### src/rtl/song_pkg.sv
//------------------------------------------------------------------------------
// Module      : song_pkg
// Description : Shared state encoding and ROM field layout for song_sequencer.
// Revision    : 1.0 - initial release
//------------------------------------------------------------------------------
`default_nettype none

package song_pkg;

    typedef enum logic [2:0] {
        IDLE  = 3'd0,
        FETCH = 3'd1,
        PLAY  = 3'd2,
        GAP   = 3'd3,
        DONE  = 3'd4
    } state_t;

    localparam int PERIOD_MSB = 11;
    localparam int PERIOD_LSB = 4;
    localparam int BEATS_MSB  = 3;
    localparam int BEATS_LSB  = 0;

    localparam int PERIOD_W = PERIOD_MSB - PERIOD_LSB + 1;
    localparam int BEATS_W  = BEATS_MSB - BEATS_LSB + 1;
    localparam int ROM_W    = PERIOD_W + BEATS_W;

    localparam logic [BEATS_W-1:0] END_BEATS = '0;

    function automatic logic [PERIOD_W-1:0] get_period(input logic [ROM_W-1:0] word);
        return word[PERIOD_MSB:PERIOD_LSB];
    endfunction

    function automatic logic [BEATS_W-1:0] get_beats(input logic [ROM_W-1:0] word);
        return word[BEATS_MSB:BEATS_LSB];
    endfunction

endpackage

`default_nettype wire

### src/rtl/beat_timer.sv
//------------------------------------------------------------------------------
// Module      : beat_timer
// Description : Counts beats*BEAT_CYCLES enabled cycles after a load; flags the last one.
// Revision    : 1.0 - initial release
//------------------------------------------------------------------------------
`default_nettype none

module beat_timer
    import song_pkg::*;
#(
    parameter int BEAT_CYCLES = 16
) (
    input  logic               clk,
    input  logic               rst,
    input  logic               load,
    input  logic [BEATS_W-1:0] beats,
    input  logic               en,
    output logic               last
);

    localparam int               c_cyc_w      = $clog2(BEAT_CYCLES);
    localparam logic [c_cyc_w-1:0] c_cyc_reload = c_cyc_w'(BEAT_CYCLES - 1);

    logic [c_cyc_w-1:0] r_cyc;
    logic [BEATS_W-1:0] r_beat;

    always_ff @(posedge clk) begin
        if (rst) begin
            r_cyc  <= '0;
            r_beat <= '0;
        end else if (load) begin
            r_cyc  <= c_cyc_reload;
            r_beat <= beats;
        end else if (en) begin
            if (r_cyc == '0) begin
                r_cyc  <= c_cyc_reload;
                r_beat <= r_beat - BEATS_W'(1);
            end else begin
                r_cyc <= r_cyc - c_cyc_w'(1);
            end
        end
    end

    // r_beat holds the beats still to play including the current one.
    assign last = en && (r_cyc == '0) && (r_beat == BEATS_W'(1));

endmodule

`default_nettype wire

### src/rtl/song_sequencer.sv
//------------------------------------------------------------------------------
// Module      : song_sequencer
// Description : Walks a song ROM of {period, beats} entries and drives a note player.
// Revision    : 1.0 - initial release
//------------------------------------------------------------------------------
`default_nettype none

module song_sequencer
    import song_pkg::*;
#(
    parameter int BEAT_CYCLES = 16,
    parameter int GAP_CYCLES  = 1,
    parameter int ADDR_W      = 5
) (
    input  logic                clk,
    input  logic                rst,
    input  logic                start,
    input  logic                stop,
    input  logic                loop,
    output logic [ADDR_W-1:0]   rom_addr,
    input  logic [ROM_W-1:0]    rom_data,
    output logic                player_rst,
    output logic [PERIOD_W-1:0] player_period,
    output logic                busy,
    output logic                done
);

    localparam int                 c_gap_w      = (GAP_CYCLES > 1) ? $clog2(GAP_CYCLES) : 1;
    localparam logic [c_gap_w-1:0] c_gap_reload = c_gap_w'(GAP_CYCLES - 1);

    state_t              r_state;
    state_t              w_next;
    logic [ADDR_W-1:0]   r_addr;
    logic [PERIOD_W-1:0] r_period;
    logic [c_gap_w-1:0]  r_gap;

    logic w_end;
    logic w_abort;
    logic w_load;
    logic w_play;
    logic w_last;

    assign w_end   = (get_beats(rom_data) == END_BEATS);
    assign w_abort = stop && (r_state != IDLE);
    assign w_load  = (r_state == FETCH) && !w_end;
    assign w_play  = (r_state == PLAY);

    beat_timer #(
        .BEAT_CYCLES (BEAT_CYCLES)
    ) u_beat_timer (
        .clk   (clk),
        .rst   (rst),
        .load  (w_load),
        .beats (get_beats(rom_data)),
        .en    (w_play),
        .last  (w_last)
    );

    always_ff @(posedge clk) begin
        if (rst) begin
            r_state <= IDLE;
        end else begin
            r_state <= w_next;
        end
    end

    always_comb begin
        w_next        = r_state;
        busy          = (r_state != IDLE);
        done          = 1'b0;
        player_rst    = 1'b1;
        player_period = '0;

        case (r_state)
            IDLE: begin
                if (start && !stop) begin
                    w_next = FETCH;
                end
            end
            FETCH: begin
                player_period = r_period;
                if (w_end) begin
                    w_next = loop ? FETCH : DONE;
                end else begin
                    w_next = PLAY;
                end
            end
            PLAY: begin
                player_period = r_period;
                player_rst    = (r_period == '0);
                if (w_last) begin
                    w_next = GAP;
                end
            end
            GAP: begin
                // Holding the player in reset here restarts every note cleanly.
                player_period = r_period;
                if (r_gap == '0) begin
                    w_next = FETCH;
                end
            end
            DONE: begin
                done   = 1'b1;
                w_next = IDLE;
            end
            default: begin
                w_next = IDLE;
            end
        endcase

        if (w_abort) begin
            w_next = IDLE;
        end
    end

    always_ff @(posedge clk) begin
        if (rst) begin
            r_addr   <= '0;
            r_period <= '0;
            r_gap    <= '0;
        end else if (w_abort) begin
            r_addr <= '0;
        end else begin
            case (r_state)
                FETCH: begin
                    if (w_end) begin
                        if (loop) begin
                            r_addr <= '0;
                        end
                    end else begin
                        r_period <= get_period(rom_data);
                    end
                end
                PLAY: begin
                    if (w_last) begin
                        r_addr <= r_addr + ADDR_W'(1);
                        r_gap  <= c_gap_reload;
                    end
                end
                GAP: begin
                    if (r_gap != '0) begin
                        r_gap <= r_gap - c_gap_w'(1);
                    end
                end
                DONE: begin
                    r_addr <= '0;
                end
                default: begin
                end
            endcase
        end
    end

    assign rom_addr = r_addr;

endmodule

`default_nettype wire

### config.mk
export PLATFORM = sky130hd
export DESIGN_NAME = song_sequencer
export DESIGN_NICKNAME = d
export VERILOG_FILES = /design/src/rtl/song_pkg.sv /design/src/rtl/beat_timer.sv /design/src/rtl/song_sequencer.sv
export SDC_FILE = /design/constraint.sdc
export NUM_CORES = 1
export LEC_CHECK = 0
export CORE_MARGIN = 5
export CORE_UTILIZATION = 30
export CTS_CLUSTER_SIZE = 20
export DETAILED_ROUTE_END_ITERATION = 8
export DONT_BUFFER_PORTS = 1
export MAX_ROUTING_LAYER = met4
export PLACE_DENSITY = 0.47
export SYNTH_ARGS = -nofsm -noshare
export SYNTH_HDL_FRONTEND = slang
export SYNTH_SLANG_ARGS = --single-unit
### constraint.sdc
create_clock -name clk -period 4.53 [get_ports clk]
set_input_delay 0.906 -clock clk [delete_from_list [all_inputs] [get_ports clk]]
set_output_delay 0.906 -clock clk [all_outputs]
set_load 0.02 [all_outputs]
After elaboration in Yosys (flattened, before gate mapping)
Cells that the tools add are included.
- register bits after elaboration: 25
- input bits: 17
- output and inout port bits: 16
- logic and storage cells: 67
- add/subtract/negate cells: 4
- equality and inequality tests: 10
- muxes and demuxes: 22
- bitwise operators: 2
- reduce and logical (&&, ||, !) cells: 23
- operator list (cell ; number):
    two-way mux 4 bit ; 6
    two-way mux 3 bit ; 5
    two-way mux 5 bit ; 3
    case mux 5 bit (3 select lines) ; 1
    case mux 3 bit (4 select lines) ; 1
    inequality test 2 bit, second input constant ; 5
    AND reduction 3 bit ; 3
    logical NOT 4 bit ; 2
    logical NOT 8 bit ; 1
    two-way mux 8 bit ; 1
    subtractor 4 x 1 -> 4 bit, second input constant ; 2
    equality test 3 x 2 -> 1 bit, second input constant ; 2
    nonzero test 2 bit ; 3
    nonzero test 3 bit ; 2
    adder 5 x 1 -> 5 bit, second input constant ; 1
    logical AND 1 bit ; 5
    equality test 4 x 1 -> 1 bit, second input constant ; 1
    two-way mux 1 bit ; 4
    AND reduction 4 bit ; 1
    equality test 3 x 1 -> 1 bit, second input constant ; 1
    equality test 3 bit, second input constant ; 1
    logical NOT 3 bit ; 1
    OR reduction 3 bit ; 1
    logical NOT 1 bit ; 2
    5 further kinds ; 6

Longest topological paths before layout
Gate-level depths: netlist (run 1).
- depth in word-level cells: 5
- gate-level depth with buffers: 7

Modules after synthesis
A second synthesis (run 1) with hierarchy kept.
- cell total of the unflattened synthesis: 148
- area, all modules: 1472.7 um2
- by module, submodules not included (module ; instances ; cells each ; area each (um2) ; sequential area each (um2)):
    song_sequencer ; 1 ; 96 ; 970.9 ; 320.3
    beat_timer ; 1 ; 52 ; 501.7 ; 160.2

Worst setup path before layout (run 1)
No wires, ideal clock.
- path type: register to output
- start point: register r_period[3]
- end point: output port player_rst
- arrival: 1295 ps
- required time: 3624 ps
- slack: 2329 ps
- stages on the path, launching flop included: 3
- path buffers: 0
- cell sequence: dfxtp_1 or4_1 o21ai_0
- longest elaborated chain between the ends: 2
- ends and longest elaborated chain (item ; line ; RTL):
    start, declared ; song_sequencer.sv:34 ; logic [PERIOD_W-1:0] r_period;
    start signal, assigned ; song_sequencer.sv:131 ; r_period <= get_period(rom_data);
    logical NOT 8 bit ; song_sequencer.sv:90 ; player_rst = (r_period == '0);
    two-way mux 1 bit ; song_sequencer.sv:74 ; case (r_state)
    end, declared ; song_sequencer.sv:22 ; output logic player_rst,
Every way passes these cells.

Worst setup path after layout (run 1)
- start point: register r_period[7]
- end point: output port player_rst
Same word-level chain as after synthesis.

==> impl_metrics.py, run 1 <==
metrics = {
    "placement": {
        "port-buffer-count": 0,
        "pre_cts_slack_ps": 2220,
        "hpwl_mm": 2.46,
        "dp.cells": 194,
        "gp_congestion": 0.763,
    },
    "layout": {
        "layout-drive-gt1-share_pct": 8.97,
        "seqCellArea_um2": 480,
        "diodes": 0,
        "syn_to_final_growth_pct": 3.88,
        "multiInputGateArea_um2": 758,
        "fillers": 490,
        "utilization_pct": 31.8,
        "final_cell_count_no_fill": 197,
        "nets": 168,
    },
    "global_routing": {
        "grt_pass1_wl_mm": 5.34,
        "grt_util_met2_pct": 18.6,
        "overflow": 0,
        "grt_pass1_vias": 1079,
        "busiest_layer": "met2",
        "antenna_found_initial": 0,
        "grtUsageMet3_pct": 2.48,
        "grt_max_degree": 20,
        "gr-usage-all-layers_pct": 11.5,
        "use_met1_pct": 13.2,
    },
    "synth": {
        "synth_common_cells": "dfxtp_1, nor2_1, a21oi_1, and2_1, mux2i_1",
        "synth_top_area_cell": "dfxtp_1",
        "ys_seq_area_share_pct": 36.3,
        "synth_edf_count": 0,
        "synth_cell_types": 43,
        "yosys_register_bits": 24,
        "synthFlopType": "dfxtp_1",
        "syn_area_um2": 1320,
        "synth.most_common_cell": "dfxtp_1",
        "synthTopCellsByArea": "dfxtp_1, mux2i_1, and2_1, nor2_1, ha_1",
        "synth.net_count": 170,
        "synth-async-reset-ratio_pct": 0,
        "syn-instance-count": 149,
        "synth.avg_cell_area_um2": 8.88,
        "netlist.area_leader.share_pct": 36.3,
        "yosys_warnings": 0,
    },
    "die": {
        "num_rows": 24,
        "dieHeight_um": 76.4,
        "initial_utilization_pct": 30.6,
        "core_um2": 4320,
        "fp.dieW_um": 76.4,
        "ioPinCount": 33,
        "die_area_um2": 5840,
    },
    "sta": {
        "finalHoldViolations": 0,
        "drv_slew": 0,
        "relSlewSlack_pct": 45.1,
        "fin_ws_ps": 1920,
        "skew_ps": 2.61,
        "period_needed_ps": 2610,
        "finalCritPeriodShare_pct": 57.7,
        "setup_viol": 0,
        "setup-tns-final_ps": 0,
        "rsz0062_at_grt": "false",
        "fmax_ghz": 0.383,
        "timing.hold.ws_ps": 512,
        "tightest_slew_ps": 821,
    },
    "cts": {
        "numClockSinks": 24,
        "cts_hold_buf": 0,
        "cts_buffer_depth": 2,
        "clk_latency_ps": 270,
        "tritoncts": "yes",
        "cts_resized": 0,
        "numCtsBuffers": 3,
        "post_cts_buffers": 0,
        "clockRootBuffer": "clkbuf_8",
        "cts_htree_levels": 1,
        "clkTransAtPathRegs_ps": 80,
    },
    "route": {
        "wirelength_mm": 3.24,
        "drc": 0,
        "drt_iter0_markers": 36,
        "drtAntennaViolNets": 0,
        "firstDrtPassIters": 4,
        "dr_total_vias": 1069,
        "wire_per_inst_um": 16.4,
        "via_per_inst": 5.43,
    },
    "status": {
        "outcome": "completed",
    },
    "run": {
        "drv_cap": 0,
    },
    "critical_path": {
        "critPathKind": "reg2out",
        "endpoint_kind": "output port",
        "cp_max_fo": 3,
        "cp-start-kind": "flop",
        "cp.required_ps": 3620,
        "cp.arrival_ps": 1710,
    },
    "min_path": {
        "hold_class": "reg2reg",
    },
    "power_and_ir_drop": {
        "leakage_nw": 0.475,
        "ir_drop_uv": 92.4,
        "powerDensity_nw_per_um2": 317,
    },
}
[kinds of logic (layout without fill, tap and decap cells)]
kind of cell | count (synthesis) | count (layout) | share of synthesized area, %
adder cells (fa/ha/maj) | 4 | 4 | 3.78
AND/OR/NAND/NOR | 66 | 66 | 30.8
AO/OA/AOI/OAI | 29 | 29 | 13.8
buffers and inverters | 14 | 10 | 6.43
XOR/XNOR | 3 | 3 | 1.99
flip-flops | 24 | 24 | 36.3
multiplexers | 9 | 9 | 6.90
[final timing paths]
check | start | to | slack, ps | depth (start not counted)
worst max-delay path | r_period[7]$_SDFFE_PP0P_ | player_rst | 1920 | 2
worst min-delay path | r_period[3]$_SDFFE_PP0P_ | r_period[3]$_SDFFE_PP0P_ | 510 | 2
worst max register to register | u_beat_timer.r_cyc[0]$_SDFFE_PP0P_ | rom_addr[3]$_SDFFE_PP0P_ | 2500 | 6
worst min register to register | r_period[3]$_SDFFE_PP0P_ | r_period[3]$_SDFFE_PP0P_ | 510 | 2
[cells in the final DEF, fill, tap and decap left out, drive strengths merged, types with 4 or more instances in the layout]
cell type and count:
nand2 6, inv 6, and2 9, a21oi 9
mux2i 8, o21ai 6, dfxtp 24, nor3 4
ha 4, nor2 14, nor3b 4, nor4 4
nand3 7
[power breakdown]
| part | internal, mW | switching (mW) | total, mW |
|---|---|---|---|
| logic | 0.0310 | 0.0423 | 0.0732 |
| clock network | 0.0596 | 0.0698 | 0.129 |
| registers | 0.222 | 0.0119 | 0.234 |
| total | 0.312 | 0.124 | 0.436 |
[final cells by class]
class / instances / area share [%]
repair buffers: 1 / 0.546
multi-input cells: 111 / 55.1
inverters: 6 / 1.64
clock buffers: 3 / 3.00
well taps: 52 / 4.73
flip-flops and latches: 24 / 34.9
[metrics by stage]
step / power, mW / area, um2
finish: 0.436 / 1380
floorplan: 0.300 / 1320
global placement: 0.311 / 1330
CTS: 0.444 / 1380
global route: 0.462 / 1380
detailed placement: 0.313 / 1330
[registers in the layout (all words and copies together), names as in the netlist]
signal,count
rom_addr,5
r_period,8
u_beat_timer.r_beat,4
u_beat_timer.r_cyc,4
r_state,3
[per-layer routing]
layer	vias up	share of wire (%)
met5	-	0
met4	0	3.2
met3	12	4.2
met2	30	48
met1	499	44
li1	528	-
[critical path, cell delays in order (launching register included)]
cell     delay (ps)
dfxtp_1         320
or4_1           520
o21ai_0         600
Power figures use the tool's default switching activity.
==> run 2: changes to the inputs <==
--- a/config.mk
+++ b/config.mk
@@ -11,7 +11,7 @@
 export DETAILED_ROUTE_END_ITERATION = 8
 export DONT_BUFFER_PORTS = 1
 export MAX_ROUTING_LAYER = met4
-export PLACE_DENSITY = 0.47
+export PLACE_DENSITY = 0.48
 export SYNTH_ARGS = -nofsm -noshare
 export SYNTH_HDL_FRONTEND = slang
 export SYNTH_SLANG_ARGS = --single-unit
==> constraint.sdc (replaced) <==
create_clock -name clk -period 2.1 [get_ports clk]
set_input_delay 0.42 -clock clk [delete_from_list [all_inputs] [get_ports clk]]
set_output_delay 0.42 -clock clk [all_outputs]
set_load 0.02 [all_outputs]
==> impl_metrics.py, run 2 (synthesis results as in run 1) <==
metrics = {
    "status": {
        "outcome": "completed",
    },
    "power_and_ir_drop": {
        "p_int_uw": 818,
        "leakage_nw": 0.519,
        "ir_drop_uv": 318,
        "seqPwrFrac_pct": 45.8,
        "p_sw_uw": 283,
        "p_comb_share_pct": 16.3,
        "powerDensity_nw_per_um2": 758,
        "switching_share_pct": 25.7,
        "pwr-share-clk_pct": 37.8,
    },
    "global_routing": {
        "grt_max_degree": 20,
        "overflow": 0,
        "gr-usage-all-layers_pct": 11.7,
        "grt_pass1_wl_mm": 5.46,
        "antenna_found_initial": 0,
        "grt_pass1_vias": 1134,
    },
    "layout": {
        "largest_reg_flops": 8,
        "multiInputGateArea_um2": 761,
        "final_common_cell": "dfxtp_1",
        "final_cell_mix": "dfxtp_1, nor2_1, and2_1, a21oi_1, mux2i_1",
        "seqCellArea_um2": 480,
        "design_area_um2": 1450,
        "fillers": 476,
        "nets": 174,
        "diodes": 0,
        "top_register": "r_period",
        "syn_to_final_growth_pct": 9.74,
        "final_cell_count_no_fill": 204,
        "layout-drive-gt1-share_pct": 13.8,
    },
    "sta": {
        "relSlewSlack_pct": 63.9,
        "finalCritPeriodShare_pct": 93.4,
        "skew_ps": 10.1,
        "period_needed_ps": 1960,
        "timing.hold.ws_ps": 202,
        "setup_viol": 0,
        "drv_slew": 0,
        "finalHoldViolations": 0,
        "rsz0062_at_grt": "false",
        "fin_ws_ps": 139,
        "setup-tns-final_ps": 0,
        "tightest_slew_ps": 537,
        "fmax_ghz": 0.510,
    },
    "die": {
        "ioPinCount": 33,
        "core_um2": 4320,
        "num_rows": 24,
        "initial_utilization_pct": 30.6,
        "dieHeight_um": 76.4,
        "die_area_um2": 5840,
        "fp.dieW_um": 76.4,
    },
    "critical_path": {
        "crit_chain": "or4_1, o21ai_0, buf_4",
        "critPathKind": "reg2out",
        "path_delay_family": "simple AND/OR/NAND/NOR gates",
        "cp.arrival_ps": 1540,
        "max_stage_delay_ps": 520,
        "cp_max_fo": 3,
        "endpoint_kind": "output port",
        "slowest_stage": "or4_1",
        "critPathBufInv": 1,
        "cp-start-kind": "flop",
        "cp.required_ps": 1680,
    },
    "route": {
        "drtAntennaViolNets": 0,
        "via_per_inst": 5.47,
        "wirelength_mm": 3.30,
        "drt_iter0_markers": 74,
        "drc": 0,
        "wire_per_inst_um": 16.2,
        "firstDrtPassIters": 4,
        "dr_total_vias": 1115,
    },
    "placement": {
        "port-buffer-count": 0,
        "pre_cts_slack_ps": 298,
        "dpl_cell_area_um2": 1380,
        "dp.cells": 200,
        "gp_congestion": 0.783,
        "hpwl_mm": 2.52,
    },
    "run": {
        "drv_cap": 0,
    },
    "cts": {
        "clk_latency_ps": 270,
        "cts_hold_buf": 0,
        "numClockSinks": 24,
        "clkTransAtPathRegs_ps": 100,
        "cts_htree_levels": 1,
        "clockRootBuffer": "clkbuf_8",
        "post_cts_buffers": 0,
        "tritoncts": "yes",
        "cts_buffer_depth": 2,
        "numCtsBuffers": 3,
    },
    "min_path": {
        "hold_class": "in2reg",
    },
}
run 2: changes by cell type in the layout (fill, tap and decap cells not counted):
cell / before / now
nor2_1: 14 / 13
buf_4: 1 / 7
nor2_2: 0 / 1
bufinv_16: 0 / 1
run 2: path summary, 6_finish.rpt:
check	cells past startpoint	slack (ps)	end	start
setup reg to reg	4	300	r_period[3]$_SDFFE_PP0P_	r_state[0]$_SDFFE_PP0P_
setup / recovery	3	140	player_rst	r_period[3]$_SDFFE_PP0P_
hold reg to reg	2	530	r_period[6]$_SDFFE_PP0P_	r_period[6]$_SDFFE_PP0P_
hold / removal	1	200	u_beat_timer.r_cyc[2]$_SDFFE_PP0P_	rst
run 2: metrics by stage:
stage               power, mW  utilization [%]
finish                   1.10             33.6
global route             1.15             33.6
CTS                      1.11             33.5
detailed placement      0.695             31.9
global placement        0.690             31.9
floorplan               0.647                -
run 2: layout make-up:
type | count | share of cell area [%]
clock inverter | 1 | 2.07
sequential | 24 | 33.1
tap | 52 | 4.48
timing repair buffer | 7 | 3.62
multi-input combinational | 111 | 52.4
clock buffer | 3 | 2.84
inverter | 6 | 1.55
run 2: power by group through the flow:
stage               combinational (mW)  sequential, mW  clock [mW]
floorplan                        0.142           0.505           0
global route                     0.201           0.508       0.445
finish                           0.180           0.505       0.416
global placement                 0.176           0.514           0
CTS                              0.180           0.505       0.424
detailed placement               0.180           0.515           0
run 2: worst reg2reg max path, stage by stage (launching register included):
cell,delay (ps)
dfxtp_1,460
or3b_4,450
nor3_4,460
mux2i_1,270
nor2_1,60
run 2: timing repair:
| action | CTS | global route |
|---|---|---|
| endpoints found under the setup margin | 0 | 8 |
| gates resized for setup | 0 | 1 |
| hold endpoints to repair | 0 | 0 |
run 2: metal layers:
metal,wire length (um),track usage (%)
met4,63,4.90
met3,144,2.96
met2,1640,19.3
met5,0,-
met1,1450,13.5
